$ cat config.mk
export PLATFORM = sky130hd
export DESIGN_NAME = weight_load_ctrl
export DESIGN_NICKNAME = d
export VERILOG_FILES = /design/src/rtl/wload_pkg.sv /design/src/rtl/wload_addr_gen.sv /design/src/rtl/weight_load_ctrl.sv
export SDC_FILE = /design/constraint.sdc
export NUM_CORES = 1
export LEC_CHECK = 0
export ABC_CLOCK_PERIOD_IN_PS = 5500
export CAP_MARGIN = 40
export CORE_MARGIN = 2
export CORE_UTILIZATION = 40
export CTS_CLUSTER_SIZE = 16
export DETAILED_ROUTE_END_ITERATION = 10
export DONT_BUFFER_PORTS = 1
export GPL_TIMING_DRIVEN = 0
export PLACE_DENSITY_LB_ADDON = 0.25
export SYNTH_ARGS = -nofsm -noshare
export SYNTH_HDL_FRONTEND = slang
export SYNTH_SLANG_ARGS = --single-unit
$ cat constraint.sdc
create_clock -name clk -period 5.5 [get_ports clk]
set_clock_uncertainty 0.15 [all_clocks]
set_input_delay 0.55 -clock clk [delete_from_list [all_inputs] [get_ports clk]]
set_output_delay 0.55 -clock clk [all_outputs]
set_load 0.05 [all_outputs]
$ cat src/rtl/wload_pkg.sv
// Shared types and latency constants for the weight-load transmitter.
package wload_pkg;

  localparam int unsigned ByteWidth   = 8;
  localparam int unsigned RdLatency   = 1;
  localparam int unsigned OutLatency  = 1;
  localparam int unsigned DrainCycles = RdLatency + OutLatency;

  typedef enum logic [2:0] {
    StIdle,
    StShift,
    StDrain,
    StWaitSet,
    StCommit
  } wload_state_e;

endpackage

$ cat src/rtl/wload_addr_gen.sv
// Weight-buffer read address generator: loadable modulo-wrapping address counter
// plus remaining-row down-counter; flags the final read of a load.
module wload_addr_gen #(
  parameter int unsigned AddrWidth = 15,
  parameter int unsigned CntWidth  = 8
) (
  input  logic                 clk_i,
  input  logic                 rst_ni,
  input  logic                 load_i,
  input  logic [AddrWidth-1:0] base_i,
  input  logic [CntWidth-1:0]  count_i,
  output logic                 rd_en_o,
  output logic [AddrWidth-1:0] rd_addr_o,
  output logic                 last_o
);

  logic                 rd_en_q;
  logic [AddrWidth-1:0] addr_q;
  logic [CntWidth-1:0]  remain_q;

  always_ff @(posedge clk_i or negedge rst_ni) begin
    if (!rst_ni) begin
      rd_en_q  <= 1'b0;
      addr_q   <= '0;
      remain_q <= '0;
    end else if (load_i) begin
      rd_en_q  <= (count_i != '0);
      addr_q   <= base_i;
      remain_q <= count_i;
    end else if (rd_en_q) begin
      if (remain_q == CntWidth'(1)) begin
        rd_en_q <= 1'b0;
      end else begin
        // Natural-width add gives the modulo 2^AddrWidth wrap.
        addr_q   <= addr_q + AddrWidth'(1);
        remain_q <= remain_q - CntWidth'(1);
      end
    end
  end

  assign rd_en_o   = rd_en_q;
  assign rd_addr_o = addr_q;
  assign last_o    = rd_en_q && (remain_q == CntWidth'(1));

endmodule

$ cat src/rtl/weight_load_ctrl.sv
// Weight-load transmitter: streams buffer rows into the array load-weight chains, then commits.
// Define WLOAD_BANK_TOGGLE_EN for double-buffered planes with o_bank alternating per commit.
module weight_load_ctrl
  import wload_pkg::*;
#(
  parameter int unsigned NUM_LANES         = 4,
  parameter int unsigned BUFFER_ADDR_WIDTH = 15,
  parameter int unsigned ROW_CNT_WIDTH     = 8
) (
  input  logic                           clk,
  input  logic                           rst_n,
  input  logic                           i_start_valid,
  output logic                           o_start_ready,
  input  logic [BUFFER_ADDR_WIDTH-1:0]   i_base_addr,
  input  logic [ROW_CNT_WIDTH-1:0]       i_num_rows,
  output logic                           o_buf_rd_en,
  output logic [BUFFER_ADDR_WIDTH-1:0]   o_buf_rd_addr,
  input  logic [ByteWidth*NUM_LANES-1:0] i_buf_rd_data,
  output logic [ByteWidth*NUM_LANES-1:0] o_load_weight_data_0,
  output logic [ByteWidth*NUM_LANES-1:0] o_load_weight_data_1,
  output logic                           o_prepare_weight,
  input  logic                           i_set_allow,
  output logic                           o_set_weight,
  output logic                           o_bank,
  output logic                           o_done
);

  localparam int unsigned DataWidth = ByteWidth * NUM_LANES;

  wload_state_e state_q;
  logic         start_ready_q;
  logic         set_q;
  logic         done_q;
  logic [1:0]   drain_cnt_q;
  logic         accept;
  logic         rd_en;
  logic         last_rd;
  logic         bank;

  logic                 rd_vld_q;
  logic                 prep_q;
  logic [DataWidth-1:0] data0_q;

  // start_ready_q is only ever high in StIdle/StCommit.
  assign accept = i_start_valid && start_ready_q;

  wload_addr_gen #(
    .AddrWidth(BUFFER_ADDR_WIDTH),
    .CntWidth (ROW_CNT_WIDTH)
  ) u_addr_gen (
    .clk_i    (clk),
    .rst_ni   (rst_n),
    .load_i   (accept),
    .base_i   (i_base_addr),
    .count_i  (i_num_rows),
    .rd_en_o  (rd_en),
    .rd_addr_o(o_buf_rd_addr),
    .last_o   (last_rd)
  );

`ifdef WLOAD_BANK_TOGGLE_EN
  logic                 bank_q;
  logic                 nonzero_q;
  logic [DataWidth-1:0] data1_q;

  assign bank = bank_q;

  always_ff @(posedge clk or negedge rst_n) begin
    if (!rst_n) begin
      bank_q    <= 1'b0;
      nonzero_q <= 1'b0;
    end else begin
      // Toggle uses the committed load's count before a same-cycle accept overwrites it.
      if (state_q == StCommit && nonzero_q) begin
        bank_q <= ~bank_q;
      end
      if (accept) begin
        nonzero_q <= (i_num_rows != '0);
      end
    end
  end

  always_ff @(posedge clk or negedge rst_n) begin
    if (!rst_n) begin
      data1_q <= '0;
    end else begin
      data1_q <= (rd_vld_q && bank) ? i_buf_rd_data : '0;
    end
  end

  assign o_load_weight_data_1 = data1_q;
`else
  assign bank                 = 1'b0;
  assign o_load_weight_data_1 = '0;
`endif

  // Read data lands one cycle after rd_en and is held for one cycle in the output register.
  always_ff @(posedge clk or negedge rst_n) begin
    if (!rst_n) begin
      rd_vld_q <= 1'b0;
      prep_q   <= 1'b0;
      data0_q  <= '0;
    end else begin
      rd_vld_q <= rd_en;
      prep_q   <= rd_vld_q;
      data0_q  <= (rd_vld_q && !bank) ? i_buf_rd_data : '0;
    end
  end

  always_ff @(posedge clk or negedge rst_n) begin
    if (!rst_n) begin
      state_q       <= StIdle;
      start_ready_q <= 1'b0;
      set_q         <= 1'b0;
      done_q        <= 1'b0;
      drain_cnt_q   <= '0;
    end else begin
      set_q  <= 1'b0;
      done_q <= 1'b0;
      unique case (state_q)
        StIdle, StCommit: begin
          state_q       <= StIdle;
          start_ready_q <= 1'b1;
          if (accept) begin
            if (i_num_rows == '0) begin
              state_q <= StCommit;
              done_q  <= 1'b1;
            end else begin
              state_q       <= StShift;
              start_ready_q <= 1'b0;
            end
          end
        end
        StShift: begin
          if (last_rd) begin
            state_q     <= StDrain;
            drain_cnt_q <= '0;
          end
        end
        StDrain: begin
          if (drain_cnt_q == 2'(DrainCycles - 1)) begin
            state_q <= StWaitSet;
          end else begin
            drain_cnt_q <= drain_cnt_q + 2'd1;
          end
        end
        StWaitSet: begin
          if (i_set_allow) begin
            state_q       <= StCommit;
            set_q         <= 1'b1;
            done_q        <= 1'b1;
            start_ready_q <= 1'b1;
          end
        end
        default: state_q <= StIdle;
      endcase
    end
  end

  assign o_start_ready        = start_ready_q;
  assign o_buf_rd_en          = rd_en;
  assign o_load_weight_data_0 = data0_q;
  assign o_prepare_weight     = prep_q;
  assign o_set_weight         = set_q;
  assign o_done               = done_q;
  assign o_bank               = bank;

endmodule
# [Word-level counts from Yosys, hierarchy flattened]
# Cells that the tools add are included.
[word_totals] input_bits=59 latchBits=0 reg_bits=66 out_inout_bits=85 n_memories=0 ramBits=0 elab_cells=65 romBits=0
[op_classes] n_reduce_logical=13 div_mod_pow=0 muxes=27 bitwise=0 magnitude_cmp=0 n_addsub=3 shift=0 mul=0 eq_ne=11
[ops] operator="two-way mux 15 bit" n=3
[ops] operator="two-way mux 32 bit" n=1
[ops] operator="two-way mux 8 bit" n=3
[ops] operator="adder 15 x 1 -> 15 bit (second input constant)" n=1
[ops] operator="two-way mux 3 bit" n=5
[ops] operator="case mux 3 bit (4 select lines)" n=1
[ops] operator="inequality test 2 bit (second input constant)" n=5
[ops] operator="two-way mux 1 bit" n=9
[ops] operator="equality test 8 x 1 -> 1 bit (second input constant)" n=1
[ops] operator="zero test 8 bit" n=1
[ops] operator="nonzero test 8 bit" n=1
[ops] operator="subtractor 8 x 1 -> 8 bit (second input constant)" n=1
[ops] operator="equality test 3 x 2 -> 1 bit (second input constant)" n=2
[ops] operator="AND reduction 3 bit" n=2
[ops] operator="nonzero test 2 bit" n=3
[ops] operator="two-way mux 2 bit" n=2
[ops] operator="case mux 1 bit (2 select lines)" n=2
[ops] operator="case mux 2 bit (2 select lines)" n=1
[ops] operator="AND reduction 2 bit" n=2
[ops] operator="equality test 3 x 1 -> 1 bit (second input constant)" n=1
[ops] operator="equality test 3 bit (second input constant)" n=1
[ops] operator="zero test 3 bit" n=1
[ops] operator="adder 2 x 1 -> 2 bit (second input constant)" n=1
[ops] operator="equality test 2 x 1 -> 1 bit (second input constant)" n=1
[ops] operator="2 further kinds" n=3

# [Longest topological paths before layout]
[logic_depth] depth_word=4 depth_mapped=7 mapped_depth_nobuf=6

# [Hierarchy]
# Synthesis repeated with hierarchy kept, for this count alone.
[unflattened] cells_unflattened=304 area_unflattened_um2=3203.1
[modules_own_cells] module="weight_load_ctrl" area_each_um2=1747.9 cells_per_inst=146 n_inst=1
[modules_own_cells] module="wload_addr_gen" area_each_um2=1455.1 cells_per_inst=158 n_inst=1

# [Worst setup path after synthesis]
# OpenSTA, ideal clock, no wires.
[synth_timing] path_type="reg-to-reg" startpoint="register u_addr_gen.rd_en_q (netlist: u_addr_gen.rd_en_o)" endpoint="register u_addr_gen.addr_q[14] (netlist: u_addr_gen.rd_addr_o[14])" slack_ns=3.391 path_buffers=1 required_time_ns=5.268 arrival_ns=1.877 setup_ns=0.082 path_stages_with_launch=6 cell_sequence="dfrtp_1 > buf_2 > and3_1 > o21ai_4 > or4_1 > a31oi_1"
[synth_between] elab_chain_cells=2
[synth_lines] item="from (decl)" line_no="wload_addr_gen.sv:17" text="logic rd_en_q;"
[synth_lines] item="from (signal assigned)" line_no="wload_addr_gen.sv:27" text="rd_en_q <= (count_i != '0);"
[synth_lines] item="nonzero test 2 bit (no line)"
[synth_lines] item="AND reduction 2 bit (no line)"
[synth_lines] item="to (signal assigned)" line_no="wload_addr_gen.sv:28" text="addr_q <= base_i;"
[synth_lines] item="to (signal assigned)" line_no="wload_addr_gen.sv:35" text="addr_q <= addr_q + AddrWidth'(1);"
[synth_lines] item="to (decl)" line_no="wload_addr_gen.sv:18" text="logic [AddrWidth-1:0] addr_q;"
# Every way passes these cells.
# A chain may end at the register's enable or synchronous reset.

# [Worst setup path in the final report]
[layout_timing] startpoint="register u_addr_gen.rd_en_q (netlist: u_addr_gen.rd_en_o)" endpoint="register u_addr_gen.addr_q[12] (netlist: u_addr_gen.rd_addr_o[12])"
# Same word-level chain as after synthesis.

==> metrics.md <==
| Metric | Value |
|---|---|
| Status | complete, no violations |
| Top cells by area, synth | dfrtp_1, buf_4, and2_1, nand2_1, o21ai_0 |
| Filler cells | 710 |
| Synthesis-stage register bit count | 66 |
| Remaining DRCs | 0 |
| Num rows | 32 |
| HP Start | i_base_addr[5] |
| Gp weighted congestion | between 0.7 and 0.8 |
| PostCTS Resize Cnt | 0 |
| Core area | between 7000 and 8000 sq um |
| Mean Syn Cell Area | 10.5 sq um |
| DR pass1 iterations | 5 |
| Final hold violation count | 0 |
| DPL Wire Length | about 4.8 mm |
| Total number of vias | 2197 |
| Final Cycle Share | 42.2% |
| Setup violators final | 0 |
| Tightest Pin Transition | 0.917 ns |
| DR iter-0 viols | 129 |
| H-tree levels | 3 |
| Vias in the first global route | 2122 |
| Worst-path clk slew | 0.08 ns |
| Met2 routed WL | between 3 and 4 mm |
| Post-route setup TNS | 0 ns |
| Worst slew margin | 38.3% |
| Cells after Synth | 300 |
| Clock Tree Root | clkbuf_8 |
| Avg WL per Cell | 14.9 um |
| RSZ-0062 raised after global routing | no |
| Total CTS buffers | 9 |
| Initial antenna violation count | 0 |
| Clock sinks | 66 |
| Post-synth top area share | between 50 and 60% |
| Clock tree buffer depth | 2 |
| Hold Crit Endpoint | u_addr_gen.rd_addr_o[5] |
| Pin count of the biggest net entering global routing | 67 |
| Seq/Total Area, Yosys | 52.6% |
| Die height | approximately 93 um |
| Crit Path Category | reg -> reg |
| Pwr Total | between 0.002 and 0.0025 W |
| R2R setup slack | 3.18 ns |
| Top Ports | 144 |
| Mapped Area | 3140 sq um |
| Top sig layer | met4 |
| CP Max Fanout | 9 |
| Met3 routed WL | 747 um |
| Hold Crit Class | in -> reg |
| Drt total wl | 6.74 mm |
| Reg-to-Reg End | u_addr_gen.rd_addr_o[12] |
| CP Data Required Time | 5.61 ns |
| CP Capture Type | flip-flop |
| Max Fclk | 431 MHz |
| DP Area | 3390 sq um |
| Fin area | 3620 sq um |
| Fraction of layout cells with a size suffix above 1 | 17.7% |
| Initial Utilization | 41.0% |
| Area leader, netlist | dfrtp_1 |
| DIE WIDTH | 92.6 um |
| Synth-to-layout area growth | 15.5% |
| Cell variety after synth | 43 |
| Max Cap Viol | 0 |
| Fin. max-slew vios | 0 |
| Most frequent cells in the layout | dfrtp_1, and2_1, buf_4, conb_1, nand2_1 |
| Final ANT Viol Nets | 0 |
| Worst r2r src | u_addr_gen.rd_en_o |
| WP data arrival | 2.43 ns |
| Reg2Reg Depth | 5 |
| Nets@finish | 408 |
| Pwr dens | 582 nW/um^2 |
| YS warnings | 0 |
| Port Buffer Count | 0 |
| WHS Path Cells | 2 |
| Grt total ovfl | 0 |
| Commonest non-fill, non-tap cell in the layout | dfrtp_1 |
| LEAKAGE | between 1.5 and 2 nW |
| Vias per cell | 4.86 |
| Minimum clock period | 2.32 ns |
| Overall global routing resource usage | between 10% and 20% |
| Clk Latency, worst-skew pair | 0.34 ns |
| Global-route wire length before repair | 10.9 mm |
| CTS tree | built |
| Peak VDD IR | 0.284 mV |
| Die area | between 8000 and 9000 sq um |
| Startpoint Class | flip-flop |
| Ant. Diodes | 0 |
| Wire length on met1 | 2.79 mm |
-- state kept, by name, summed over array words and instances, names as in the netlist, 2 cells and up --
name,count
drain_cnt_q,2
o_load_weight_data_0,32
state_q,3
u_addr_gen.rd_addr_o,15
u_addr_gen.remain_q,8
-- kinds of logic (layout without fill, tap and decap cells) --
family,after synthesis,count (layout),share of synthesized area [%]
adder cells (fa/ha/maj),4,4,1.59
AO/OA/AOI/OAI,54,54,12.2
buffers and inverters,52,70,10.5
XOR/XNOR,11,11,3.07
flip-flops,66,66,52.6
AND/OR/NAND/NOR,109,109,18.9
other,1,33,0.120
multiplexers,3,3,0.997
-- metal layers --
| layer | vias to the layer above | global-route usage (%) |
|---|---|---|
| li1 | 1058 | - |
| met1 | 1027 | 19.6 |
| met2 | 105 | 25.6 |
| met3 | 7 | 8.62 |
| met4 | 0 | 5.22 |
| met5 | - | 0 |
-- how the worst max path moves through the flow --
stage	cells past startpoint	startpoint	endpoint
3_5_place_dp	5	u_addr_gen.rd_en_o	u_addr_gen.rd_addr_o[13]
2_1_floorplan	5	u_addr_gen.rd_en_o	u_addr_gen.rd_addr_o[14]
5_1_grt	5	o_start_ready	u_addr_gen.rd_en_o
3_3_place_gp	5	u_addr_gen.rd_en_o	u_addr_gen.rd_addr_o[13]
6_report	5	u_addr_gen.rd_en_o	u_addr_gen.rd_addr_o[12]
4_1_cts	5	u_addr_gen.rd_en_o	u_addr_gen.rd_addr_o[12]
-- layout make-up --
class	instances	area, sq um	share of cell area [%]
Multi-Input combinational cell	214	1280	35.2
Tap cell	102	128	3.52
Clock buffer	9	124	3.42
Sequential cell	66	1650	45.6
Clock inverter	7	76.3	2.11
Buffer	45	304	8.39
Inverter	7	26.3	0.725
Timing Repair Buffer	2	37.5	1.04
-- metrics by stage --
stage | hold slack, ns | instances | utilization [%] | setup slack (ns)
CTS | 0.159 | 452 | 47.4 | 3.15
finish | 0.176 | 452 | 47.4 | 3.18
floorplan | 0.104 | 332 | - | 3.39
detailed placement | 0.106 | 434 | 44.3 | 3.18
global route | 0.147 | 452 | 47.4 | 3.00
global placement | 0.106 | 434 | 44.3 | 3.19
-- power by group --
| group | internal [W] | total, W | leakage (nW) | switching (W) |
|---|---|---|---|---|
| clock | 0.000212 | 0.000411 | 0.0962 | 0.000199 |
| sequential | 0.000634 | 0.00122 | 0.806 | 0.000581 |
| combinational | 0.000199 | 0.000484 | 0.723 | 0.000285 |
| total | 0.00105 | 0.00211 | 1.63 | 0.00106 |
-- Yosys cell counts --
master     count
nand2b_1       1
xor2_1         7
buf_4         33
a31oi_1        8
and4_1         1
or3b_2         2
a2111oi_0      1
mux2_2         1
or2_2          2
a22o_1         1
a211oi_1       2
o31a_1         1
nor4_1         4
nand4_1        5
dfrtp_1       66
o31ai_1        5
or3_1          2
a21oi_1        7
buf_6          1
o21ai_0       14
o21ai_4        2
buf_2          3
nand2_1       24
nor3b_1        1
nand3_1        4
nor3_1         1
and3_1         2
nor2b_1        4
xnor2_1        4
ha_1           4
o211ai_1       6
o311ai_4       1
or4_1          7
and2_1        33
o22ai_1        3
clkbuf_1       8
o41ai_1        1
conb_1         1
inv_1          7
a32oi_1        1
a21o_1         1
nor2_1        16
mux2i_1        2
-- what timing repair did --
item | CTS | global route
hold endpoints to repair | 66 | 0
hold buffers | 2 | 0
setup buffers | 0 | 0
-- worst max-delay path, stage by stage, from the launching register on --
cell	delay, ns
dfrtp_1	0.69
buf_2	0.32
and3_1	0.28
o21ai_4	0.12
or4_1	0.50
a31oi_1	0.18
Note: power is estimated with default switching activity, not from simulation.
